## config.mk

```make
export PLATFORM = sky130hd
export DESIGN_NAME = lock_sequencer_flat
export DESIGN_NICKNAME = d
export VERILOG_FILES = /design/src/rtl/lock_sequencer_if.sv /design/src/rtl/lock_sequencer.sv /design/src/flat_wrapper.sv
export SDC_FILE = /design/constraint.sdc
export NUM_CORES = 1
export LEC_CHECK = 0
export CAP_MARGIN = 5
export CORE_MARGIN = 8
export CORE_UTILIZATION = 35
export CTS_BUF_LIST = sky130_fd_sc_hd__clkbuf_8
export CTS_CLUSTER_SIZE = 12
export DETAILED_ROUTE_END_ITERATION = 10
export GPL_TIMING_DRIVEN = 0
export PLACE_DENSITY = 0.72
export SLEW_MARGIN = 30
export SYNTH_ARGS = -nofsm -noshare
export SYNTH_HDL_FRONTEND = slang
export SYNTH_SLANG_ARGS = --single-unit
```

## constraint.sdc

```tcl
create_clock -name clk -period 3.7 [get_ports clk]
set_input_delay 0.74 -clock clk [delete_from_list [all_inputs] [get_ports clk]]
set_output_delay 0.74 -clock clk [all_outputs]
set_load 0.01 [all_outputs]
```

## src/rtl/lock_sequencer_if.sv

```systemverilog
// Handshake/feedback bundle between the lock sequencer (master) and the lock water/port stage (slave).
interface lock_sequencer_if #(
    parameter int W = 8
);
    logic         req_arrive;
    logic         req_depart;
    logic [W-1:0] lock_water;
    logic [W-1:0] outer_water;
    logic [W-1:0] inner_water;
    logic [1:0]   port_status;
    logic [5:0]   ctrl;
    logic         busy;
    logic         done;
    logic         fault;
    logic [3:0]   state;

    modport master (
        input  req_arrive, req_depart, lock_water, outer_water, inner_water, port_status,
        output ctrl, busy, done, fault, state
    );

    modport slave (
        output req_arrive, req_depart, lock_water, outer_water, inner_water, port_status,
        input  ctrl, busy, done, fault, state
    );
endinterface

```

## src/rtl/lock_sequencer.sv

```systemverilog
// Sequences gondola passages through the canal lock; optional watchdog under LOCK_SEQ_TIMEOUT_EN.
// Request reaches CLOSE1 one edge after it is latched; waits on lock-stage feedback indefinitely unless the watchdog is built.
module lock_sequencer #(
    parameter int W              = 8,
    parameter int TRANSIT_CYCLES = 4,
    parameter int TIMEOUT_CYCLES = 64
) (
    input logic              clk,
    input logic              rst,
    lock_sequencer_if.master bus
);

    typedef enum logic [3:0] {
        S_IDLE     = 4'd0,
        S_CLOSE1   = 4'd1,
        S_ADJ1     = 4'd2,
        S_OPEN_SRC = 4'd3,
        S_ENTER    = 4'd4,
        S_CLOSE2   = 4'd5,
        S_ADJ2     = 4'd6,
        S_OPEN_DST = 4'd7,
        S_EXIT     = 4'd8,
        S_FAULT    = 4'd9
    } state_t;

    // Direction encoding doubles as the src port / gondola flag bit index.
    localparam logic DIR_ARR = 1'b0;
    localparam logic DIR_DEP = 1'b1;

    localparam int TW = (TRANSIT_CYCLES > 1) ? $clog2(TRANSIT_CYCLES) : 1;
    localparam logic [TW-1:0] TLAST = TW'(TRANSIT_CYCLES - 1);

    state_t        state;
    state_t        state_n;
    logic          pend_arr;
    logic          pend_dep;
    logic          last_dir;
    logic          dir;
    logic          win;
    logic          accept;
    logic [TW-1:0] tcnt;
    logic [1:0]    ports_r;
    logic [1:0]    ports_n;
    logic [1:0]    flags_r;
    logic [1:0]    flags_n;
    logic          busy_r;
    logic          done_r;
    logic [W-1:0]  src_lvl;
    logic [W-1:0]  dst_lvl;
    logic [W-1:0]  tgt;
    logic          adj;
    logic          pump_up;
    logic          pump_dn;

    assign src_lvl = (dir == DIR_DEP) ? bus.inner_water : bus.outer_water;
    assign dst_lvl = (dir == DIR_DEP) ? bus.outer_water : bus.inner_water;
    assign tgt     = (state == S_ADJ1) ? src_lvl : dst_lvl;
    assign adj     = (state == S_ADJ1) || (state == S_ADJ2);

    // Pump is combinational so it drops in the same cycle the level matches.
    assign pump_up = adj && (bus.lock_water < tgt);
    assign pump_dn = adj && (bus.lock_water > tgt);

    always_comb begin
        win = DIR_ARR;
        if (pend_arr && pend_dep) begin
            win = ~last_dir;
        end else if (pend_dep) begin
            win = DIR_DEP;
        end
    end

`ifdef LOCK_SEQ_TIMEOUT_EN
    localparam int WDW = $clog2(TIMEOUT_CYCLES + 1);
    localparam logic [WDW-1:0] WLAST = WDW'(TIMEOUT_CYCLES - 1);

    logic [WDW-1:0] wcnt;
    logic           waiting;
    logic           fault_r;

    assign waiting = (state == S_CLOSE1) || (state == S_ADJ1) || (state == S_OPEN_SRC) ||
                     (state == S_CLOSE2) || (state == S_ADJ2) || (state == S_OPEN_DST);
`endif

    always_comb begin
        state_n = state;
        accept  = 1'b0;
        case (state)
            S_IDLE: begin
                if (pend_arr || pend_dep) begin
                    state_n = S_CLOSE1;
                    accept  = 1'b1;
                end
            end
            S_CLOSE1:   if (bus.port_status == 2'b11) state_n = S_ADJ1;
            S_ADJ1:     if (bus.lock_water == tgt) state_n = S_OPEN_SRC;
            S_OPEN_SRC: if (!bus.port_status[dir]) state_n = S_ENTER;
            S_ENTER:    if (tcnt == TLAST) state_n = S_CLOSE2;
            S_CLOSE2:   if (bus.port_status == 2'b11) state_n = S_ADJ2;
            S_ADJ2:     if (bus.lock_water == tgt) state_n = S_OPEN_DST;
            S_OPEN_DST: if (!bus.port_status[~dir]) state_n = S_EXIT;
            S_EXIT:     if (tcnt == TLAST) state_n = S_IDLE;
            S_FAULT:    state_n = S_FAULT;
            default:    state_n = S_IDLE;
        endcase
`ifdef LOCK_SEQ_TIMEOUT_EN
        // Progress wins over the watchdog on the final cycle.
        if (waiting && (state_n == state) && (wcnt == WLAST)) begin
            state_n = S_FAULT;
        end
`endif
    end

    // Registered outputs are computed from the next state so they align with it.
    always_comb begin
        ports_n = 2'b11;
        flags_n = 2'b00;
        case (state_n)
            S_OPEN_SRC: ports_n[dir] = 1'b0;
            S_OPEN_DST: ports_n[~dir] = 1'b0;
            S_ENTER, S_EXIT: begin
                ports_n      = ports_r;
                flags_n[dir] = 1'b1;
            end
            default: ports_n = 2'b11;
        endcase
    end

    always_ff @(posedge clk) begin
        if (rst) begin
            state    <= S_IDLE;
            pend_arr <= 1'b0;
            pend_dep <= 1'b0;
            last_dir <= DIR_DEP;
            dir      <= DIR_ARR;
            tcnt     <= '0;
            ports_r  <= 2'b11;
            flags_r  <= 2'b00;
            busy_r   <= 1'b0;
            done_r   <= 1'b0;
        end else begin
            state    <= state_n;
            pend_arr <= (pend_arr && !(accept && win == DIR_ARR)) || bus.req_arrive;
            pend_dep <= (pend_dep && !(accept && win == DIR_DEP)) || bus.req_depart;
            if (accept) begin
                dir      <= win;
                last_dir <= win;
            end
            if ((state_n == state) && ((state == S_ENTER) || (state == S_EXIT))) begin
                tcnt <= tcnt + TW'(1);
            end else begin
                tcnt <= '0;
            end
            ports_r <= ports_n;
            flags_r <= flags_n;
            busy_r  <= (state_n != S_IDLE);
            done_r  <= (state == S_EXIT) && (state_n == S_IDLE);
        end
    end

`ifdef LOCK_SEQ_TIMEOUT_EN
    always_ff @(posedge clk) begin
        if (rst) begin
            wcnt    <= '0;
            fault_r <= 1'b0;
        end else begin
            if (waiting && (state_n == state)) begin
                wcnt <= wcnt + WDW'(1);
            end else begin
                wcnt <= '0;
            end
            fault_r <= fault_r || (state_n == S_FAULT);
        end
    end

    assign bus.fault = fault_r;
`else
    assign bus.fault = 1'b0;
`endif

    assign bus.ctrl  = {pump_dn, pump_up, ports_r, flags_r};
    assign bus.busy  = busy_r;
    assign bus.done  = done_r;
    assign bus.state = state;

endmodule
```

## src/flat_wrapper.sv

```systemverilog
// flat-port wrapper written by rule: the top's interface ports become plain ports
module lock_sequencer_flat 
#(
    parameter int W              = 8,
    parameter int TRANSIT_CYCLES = 4,
    parameter int TIMEOUT_CYCLES = 64
)
  (clk, rst, bus_req_arrive, bus_req_depart, bus_lock_water, bus_outer_water, bus_inner_water, bus_port_status, bus_ctrl, bus_busy, bus_done, bus_fault, bus_state);
  lock_sequencer_if #(.W(W)) bus_i ();
  input logic clk;
  input logic rst;
  input wire logic [$bits(bus_i.req_arrive)-1:0] bus_req_arrive;
  input wire logic [$bits(bus_i.req_depart)-1:0] bus_req_depart;
  input wire logic [$bits(bus_i.lock_water)-1:0] bus_lock_water;
  input wire logic [$bits(bus_i.outer_water)-1:0] bus_outer_water;
  input wire logic [$bits(bus_i.inner_water)-1:0] bus_inner_water;
  input wire logic [$bits(bus_i.port_status)-1:0] bus_port_status;
  output wire logic [$bits(bus_i.ctrl)-1:0] bus_ctrl;
  output wire logic [$bits(bus_i.busy)-1:0] bus_busy;
  output wire logic [$bits(bus_i.done)-1:0] bus_done;
  output wire logic [$bits(bus_i.fault)-1:0] bus_fault;
  output wire logic [$bits(bus_i.state)-1:0] bus_state;
  assign bus_i.req_arrive = bus_req_arrive;
  assign bus_i.req_depart = bus_req_depart;
  assign bus_i.lock_water = bus_lock_water;
  assign bus_i.outer_water = bus_outer_water;
  assign bus_i.inner_water = bus_inner_water;
  assign bus_i.port_status = bus_port_status;
  assign bus_ctrl = bus_i.ctrl;
  assign bus_busy = bus_i.busy;
  assign bus_done = bus_i.done;
  assign bus_fault = bus_i.fault;
  assign bus_state = bus_i.state;
  lock_sequencer #(.W(W), .TRANSIT_CYCLES(TRANSIT_CYCLES), .TIMEOUT_CYCLES(TIMEOUT_CYCLES)) u_core (.clk(clk), .rst(rst), .bus(bus_i));
endmodule
```

Word level (Yosys, flattened, before mapping):

Index checks and enable logic that the tools add are counted.

* equality and inequality tests: 17
* add/subtract/negate cells: 1
* bitwise gates (word level): 7
* mux-type cells: 26
* order comparisons: 6
* reduce and logical (&&, ||, !) cells: 24

Operator list (count)
* one-hot mux 4 bit (10 select lines): 1
* two-way mux 4 bit: 9
* == test 4 x 3 -> 1 bit (second input constant): 6
* two-way mux 8 bit: 3
* == test 4 x 2 -> 1 bit (second input constant): 3
* == test 4 bit (second input constant): 3
* logical AND 1 bit: 11
* two-way mux 1 bit: 10
* == test 8 bit: 1
* > comparator 8 bit: 1
* logical NOT 4 bit: 2
* < comparator 8 bit: 1
* one-hot mux 2 bit (3 select lines): 1
* OR reduction 2 bit: 3
* logical OR 1 bit: 5
* inverter 1 bit: 5
* == test 2 bit (second input constant): 2
* == test 4 x 1 -> 1 bit (second input constant): 1
* == test 4 bit: 1
* < comparator 1 x 2 -> 1 bit (second input constant): 2
* inverter 2 bit: 2
* nonzero test 4 bit: 1
* adder 2 x 1 -> 2 bit (second input constant): 1
* demux 1 bit (select 1 bit): 2
* other kinds (2): 4

* output and inout bits: 13
* word-level logic and storage cells: 91
* input port bits: 30
* bits in registers: 16

Depth between registers and ports, before layout:

Gate-level depths: netlist (run 1).

* word-level depth: 9
* gate-level depth with buffers: 13
* depth with buffers taken out: 11

Worst setup path before layout (run 1):

Ideal clock, no wire load.

* path kind: register to output
* start: register u_core.state[3] (netlist: u_core.bus.state[3])
* end: output bus_ctrl[4]
* path slack: 0.385 ns
* cell stages (with the launch flop): 14
* buffers on the path: 2
* required time: 2.960 ns
* data arrival time: 2.575 ns
* cell sequence: dfxtp_1 buf_6 nand2b_4 nor2_1 nand2_2 xnor2_4 mux2i_1 ha_1 nor2b_1 o21a_1 o21a_1 o21bai_1 and3_1 buf_4

* cells in the longest elaborated chain, start to end: 4
* elaborated cells between the ends (all ways): 6
* those cells by class: order compare: 1; eq/ne: 2; mux: 1; reduce/logical: 2

Ends and longest elaborated chain
* start: declaration: RTL line lock_sequencer.sv:33 `state_t state;`
* start signal: assignment: RTL line lock_sequencer.sv:142 `state <= state_n;`
* == test 4 x 2 -> 1 bit: RTL line lock_sequencer.sv:57, lock_sequencer.sv:58
* two-way mux 8 bit: RTL line lock_sequencer.sv:57 `assign tgt = (state == S_ADJ1) ? src_lvl : dst_lvl;`
* < comparator 8 bit: RTL line lock_sequencer.sv:61 `assign pump_up = adj && (bus.lock_water < tgt);`
* logical AND 1 bit *: RTL line lock_sequencer.sv:61
* end: declaration: RTL line flat_wrapper.sv:18 `output wire logic [$bits(bus_i.ctrl)-1:0] bus_ctrl;`

Every way passes the cells marked *; elsewhere a longest branch is shown, timed or not.

Final worst setup path (run 1):

* start: register u_core.state[3] (netlist: u_core.bus.state[3])
* end: output bus_ctrl[5]

* cells in the longest elaborated chain, start to end: 4
* elaborated cells between the ends (all ways): 6
* those cells by class: order compare: 1; eq/ne: 2; mux: 1; reduce/logical: 2

Ends and longest elaborated chain
* == test 4 x 2 -> 1 bit: RTL line lock_sequencer.sv:57, lock_sequencer.sv:58
* two-way mux 8 bit: RTL line lock_sequencer.sv:57
* > comparator 8 bit: RTL line lock_sequencer.sv:62 `assign pump_dn = adj && (bus.lock_water > tgt);`
* logical AND 1 bit *: RTL line lock_sequencer.sv:62

Marks and branches as above.

==> qor.log, run 1 <==
[run_status] result of the run finished, final reports clean
[clocking] TritonCTS clock tree yes
[logic_synthesis] mean post-synth cell area 8.804 µm²
[route] total wire length after detailed routing 3318 µm
[clocking] Clock transition at path regs 60 ps
[cells_and_area] ant diodes 0
[floorplan] # rows 21
[grt] wire length of the first global-routing pass 5306 µm
[timing] Final Worst Setup Slack 162.3 ps
[grt] global route total overflow 0
[logic_synthesis] number of synthesized flops with an enable pin 0
[clocking] clock latency on the worst-skew pair 250 ps
[setup_path] highest fanout seen on the critical path 10
[cells_and_area] FF+latch area 321.6 µm²
[grt] initial antenna violation count 0
[clocking] clock net sink count 16
[job] max-capacitance violation count 0
[grt] largest net degree at the start of global routing 11
[floorplan] area of the core 0.003311 mm²
[logic_synthesis] Syn Std Cell Area 0.001197 mm²
[setup_path] capturing point of the worst reg2reg path u_core.ports_r[1]
[placed_design] post-placement worst setup slack -313.5 ps
[cells_and_area] layout overhead on the synthesized area 53.40%
[logic_synthesis] Most used DFF post-synth sky130_fd_sc_hd__dfxtp_1
[route] mean number of vias per cell 5.054
[placed_design] post-detail-place hpwl 2483 µm
[power_and_ir_drop] cell leakage power 0.8051 nW
[cells_and_area] most used cells in the layout excluding fill and tap cells sky130_fd_sc_hd__clkdlybuf4s50_1, sky130_fd_sc_hd__buf_4, sky130_fd_sc_hd__dfxtp_1
[setup_path] kind of start point of the critical path flop
[setup_path] R2R cell count 15
[timing] post-layout min period 3538 ps
[logic_synthesis] number of different library cells in the post-synthesis netlist 49
[grt] global-route usage over all layers 11.82%
[clocking] number of buffers inserted during clock tree synthesis 3
[floorplan] effective utilization at floorplan 36.17%
[route] vias post-DR 1208
[timing] worst slew slack as a fraction of its limit 62.40%
[floorplan] die outline area 0.005549 mm²
[power_and_ir_drop] VDD IR max 0.0002581 V
[cells_and_area] fraction of final layout cells with drive strength greater than 1 21.24%
[timing] ratio of final minimum period to clock period 95.61%
[hold_path] hold endpoint u_core.ports_r[0]
[hold_path] Tightest Hold Check Type flop to flop
[clocking] buffer depth of the longest clock path 2
[setup_path] data arrival time of the worst path 2800 ps
[floorplan] Die Span Y 74.49 µm
[route] DRT antenna net count 0
[route] 1st-iter DRT viols 28
[logic_synthesis] Yosys warning count 0
[timing] Fin. Hold Viols 0
[clocking] Post-CTS Hold Fix Bufs 0
[cells_and_area] most frequent standard cell in the layout excluding fill and tap cells sky130_fd_sc_hd__clkdlybuf4s50_1
[placed_design] count of input and output buffers 41
[setup_path] CP required 2960 ps
[timing] maximum clock rate 282.7 MHz
[timing] pin slew with the least headroom to its limit 558.9 ps
[logic_synthesis] number of flip-flops and latches in the synthesized netlist 16
[logic_synthesis] total nets after synthesis 175
[power_and_ir_drop] Power per Cell Area 306.5 mW/mm²
[hold_path] worst hold path stage count 1
[grt] via count of the first global-routing pass 1215
[clocking] Root Buffer Master sky130_fd_sc_hd__clkbuf_8
[cells_and_area] share of the core filled with cells 55.48%
[logic_synthesis] Cells after Synth 136
[setup_path] reg2reg start u_core.bus.state[3]
[route] DRC violation count after routing 0
[timing] post-route clock skew 3.629 ps
[setup_path] register-to-register setup slack 660 ps
[cells_and_area] area occupied by multi-input gates 800.8 µm²
[route] Detailed Routing Iterations Pass 1 4
[timing] unrepaired setup endpoints after global routing false
[cells_and_area] Fillers 314
[setup_path] worst setup path category flop to output port
[clocking] total number of H-tree levels 1
[cells_and_area] number of nets at the end of the flow 233
[logic_synthesis] async set-reset flop share out of synthesis 0%
[floorplan] num ports 43
[route] average wire per standard cell 13.88 µm
[floorplan] Die Span X 74.49 µm
[setup_path] crit end category output port
[logic_synthesis] sequential element share of the synthesized area 26.75%
[placed_design] routability congestion estimate 0.8391
[timing] Pins Over Slew Limit 0
[timing] final setup violation count 0
[hold_path] startpoint of the tightest hold check path u_core.ports_r[0]
## per-layer routing
| metal | GRT usage, % | part of all wire [%] |
|---|---|---|
| met5 | 0 | 0 |
| met4 | 5.870 | 1.7 |
| met3 | 3.639 | 12 |
| met1 | 13.30 | 41 |
| met2 | 19.65 | 46 |
## how the worst max path moves through the flow
stage / from / end / cells after the start
floorplan: u_core.bus.state[3] / bus_ctrl[4] / 13
global placement: u_core.bus.state[3] / bus_ctrl[4] / 14
detailed placement: u_core.bus.state[3] / bus_ctrl[4] / 14
CTS: u_core.bus.state[3] / bus_ctrl[5] / 14
global route: u_core.bus.state[3] / bus_ctrl[5] / 15
finish: u_core.bus.state[3] / bus_ctrl[5] / 15
## synth_stat cells, types with 2 or more instances
| master | number | share of area [%] |
|---|---|---|
| sky130_fd_sc_hd__and3_1 | 2 | 1.0 |
| sky130_fd_sc_hd__nor4_1 | 2 | 1.0 |
| sky130_fd_sc_hd__a21oi_1 | 10 | 4.2 |
| sky130_fd_sc_hd__nand4_1 | 3 | 1.6 |
| sky130_fd_sc_hd__o22ai_1 | 2 | 1.0 |
| sky130_fd_sc_hd__buf_4 | 5 | 3.1 |
| sky130_fd_sc_hd__clkbuf_1 | 2 | 0.63 |
| sky130_fd_sc_hd__dfxtp_1 | 16 | 27 |
| sky130_fd_sc_hd__inv_1 | 9 | 2.8 |
| sky130_fd_sc_hd__mux2i_1 | 7 | 5.9 |
| sky130_fd_sc_hd__nand2_1 | 5 | 1.6 |
| sky130_fd_sc_hd__o21bai_1 | 2 | 1.3 |
| sky130_fd_sc_hd__nor3_1 | 4 | 1.7 |
| sky130_fd_sc_hd__nand3_1 | 3 | 1.3 |
| sky130_fd_sc_hd__o21a_1 | 3 | 1.9 |
| sky130_fd_sc_hd__nor4_2 | 2 | 2.1 |
| sky130_fd_sc_hd__a21o_1 | 2 | 1.3 |
| sky130_fd_sc_hd__nor2_1 | 12 | 3.8 |
| sky130_fd_sc_hd__nor2b_1 | 2 | 1.0 |
| sky130_fd_sc_hd__o21ai_0 | 5 | 2.1 |
| sky130_fd_sc_hd__or2_2 | 2 | 1.0 |
| sky130_fd_sc_hd__ha_1 | 9 | 9.4 |
## registers in the layout (all words and copies together), names as in the netlist
name and flops:
u_core.bus.state 4, u_core.flags_r 2, u_core.ports_r 2, u_core.tcnt 2, u_core.bus.busy 1, u_core.bus.done 1
u_core.dir 1, u_core.last_dir 1, u_core.pend_arr 1, u_core.pend_dep 1
## repair_timing
item	in CTS	in global routing
gates resized for setup	10	4
setup buffers	5	7
endpoints found under the setup margin	2	2
pin swaps	4	7
## logic make-up (layout without fill, tap and decap cells)
kind of cell / after synthesis / count (layout) / share of synthesized area [%]
AND/OR/NAND/NOR: 48 / 48 / 24.45
buffers and inverters: 18 / 75 / 7.941
other: 1 / 1 / 0.3132
AO/OA/AOI/OAI: 33 / 33 / 19.44
adder cells (fa/ha/maj): 9 / 9 / 9.405
XOR/XNOR: 2 / 2 / 3.658
flip-flops: 16 / 16 / 26.75
multiplexers: 9 / 9 / 8.046
## metrics by stage
step	hold WS [ps]	total power [mW]	instance area [µm²]	setup TNS [ps]	cells
floorplan	474.8	0.3102	1197	0	136
global placement	456.7	0.3719	1665	-458.6	223
detailed placement	463.5	0.3777	1665	-512.7	223
CTS	477.2	0.5549	1793	0	232
global route	500.0	0.5973	1837	0	239
finish	470.7	0.5630	1837	0	239
## worst max-delay path, stage by stage, from the launching register on
cell	delay (ps)
sky130_fd_sc_hd__dfxtp_2	330
sky130_fd_sc_hd__buf_6	140
sky130_fd_sc_hd__nand2b_4	170
sky130_fd_sc_hd__nor2_4	120
sky130_fd_sc_hd__nand2_4	80
sky130_fd_sc_hd__xnor2_4	220
sky130_fd_sc_hd__buf_12	150
sky130_fd_sc_hd__mux2i_1	180
sky130_fd_sc_hd__ha_1	260
sky130_fd_sc_hd__a21o_1	160
sky130_fd_sc_hd__a21o_1	180
sky130_fd_sc_hd__a21oi_2	130
sky130_fd_sc_hd__buf_4	120
sky130_fd_sc_hd__a21oi_1	50
sky130_fd_sc_hd__buf_4	130
sky130_fd_sc_hd__clkbuf_2	120
## area by class of cell
class                      count  share of cell area, %
sequential                    16                  17.51
clock buffer                   4                  2.997
tap                           46                  3.134
timing repair buffer          53                  27.59
buffer                         9                  3.338
multi-input combinational    102                  43.60
inverter                       9                  1.839
## power breakdown
group | switching, mW | internal (mW) | leakage [nW]
combinational | 0.0907 | 0.127 | 0.645
clock | 0.0585 | 0.0945 | 0.0288
sequential | 0.0106 | 0.182 | 0.131
total | 0.160 | 0.403 | 0.805
Note: power is estimated with default switching activity, not from simulation.
==> run 2, diff against run 1 <==
--- a/config.mk
+++ b/config.mk
@@ -9,8 +9,10 @@
 export CORE_MARGIN = 8
 export CORE_UTILIZATION = 35
 export CTS_BUF_LIST = sky130_fd_sc_hd__clkbuf_8
+export CTS_CLUSTER_DIAMETER = 150
 export CTS_CLUSTER_SIZE = 12
 export DETAILED_ROUTE_END_ITERATION = 10
+export GPL_ROUTABILITY_DRIVEN = 0
 export GPL_TIMING_DRIVEN = 0
 export PLACE_DENSITY = 0.72
 export SLEW_MARGIN = 30
==> results of run 2 <==
The final DEF is identical to that of run 1; final timing and power are the same.
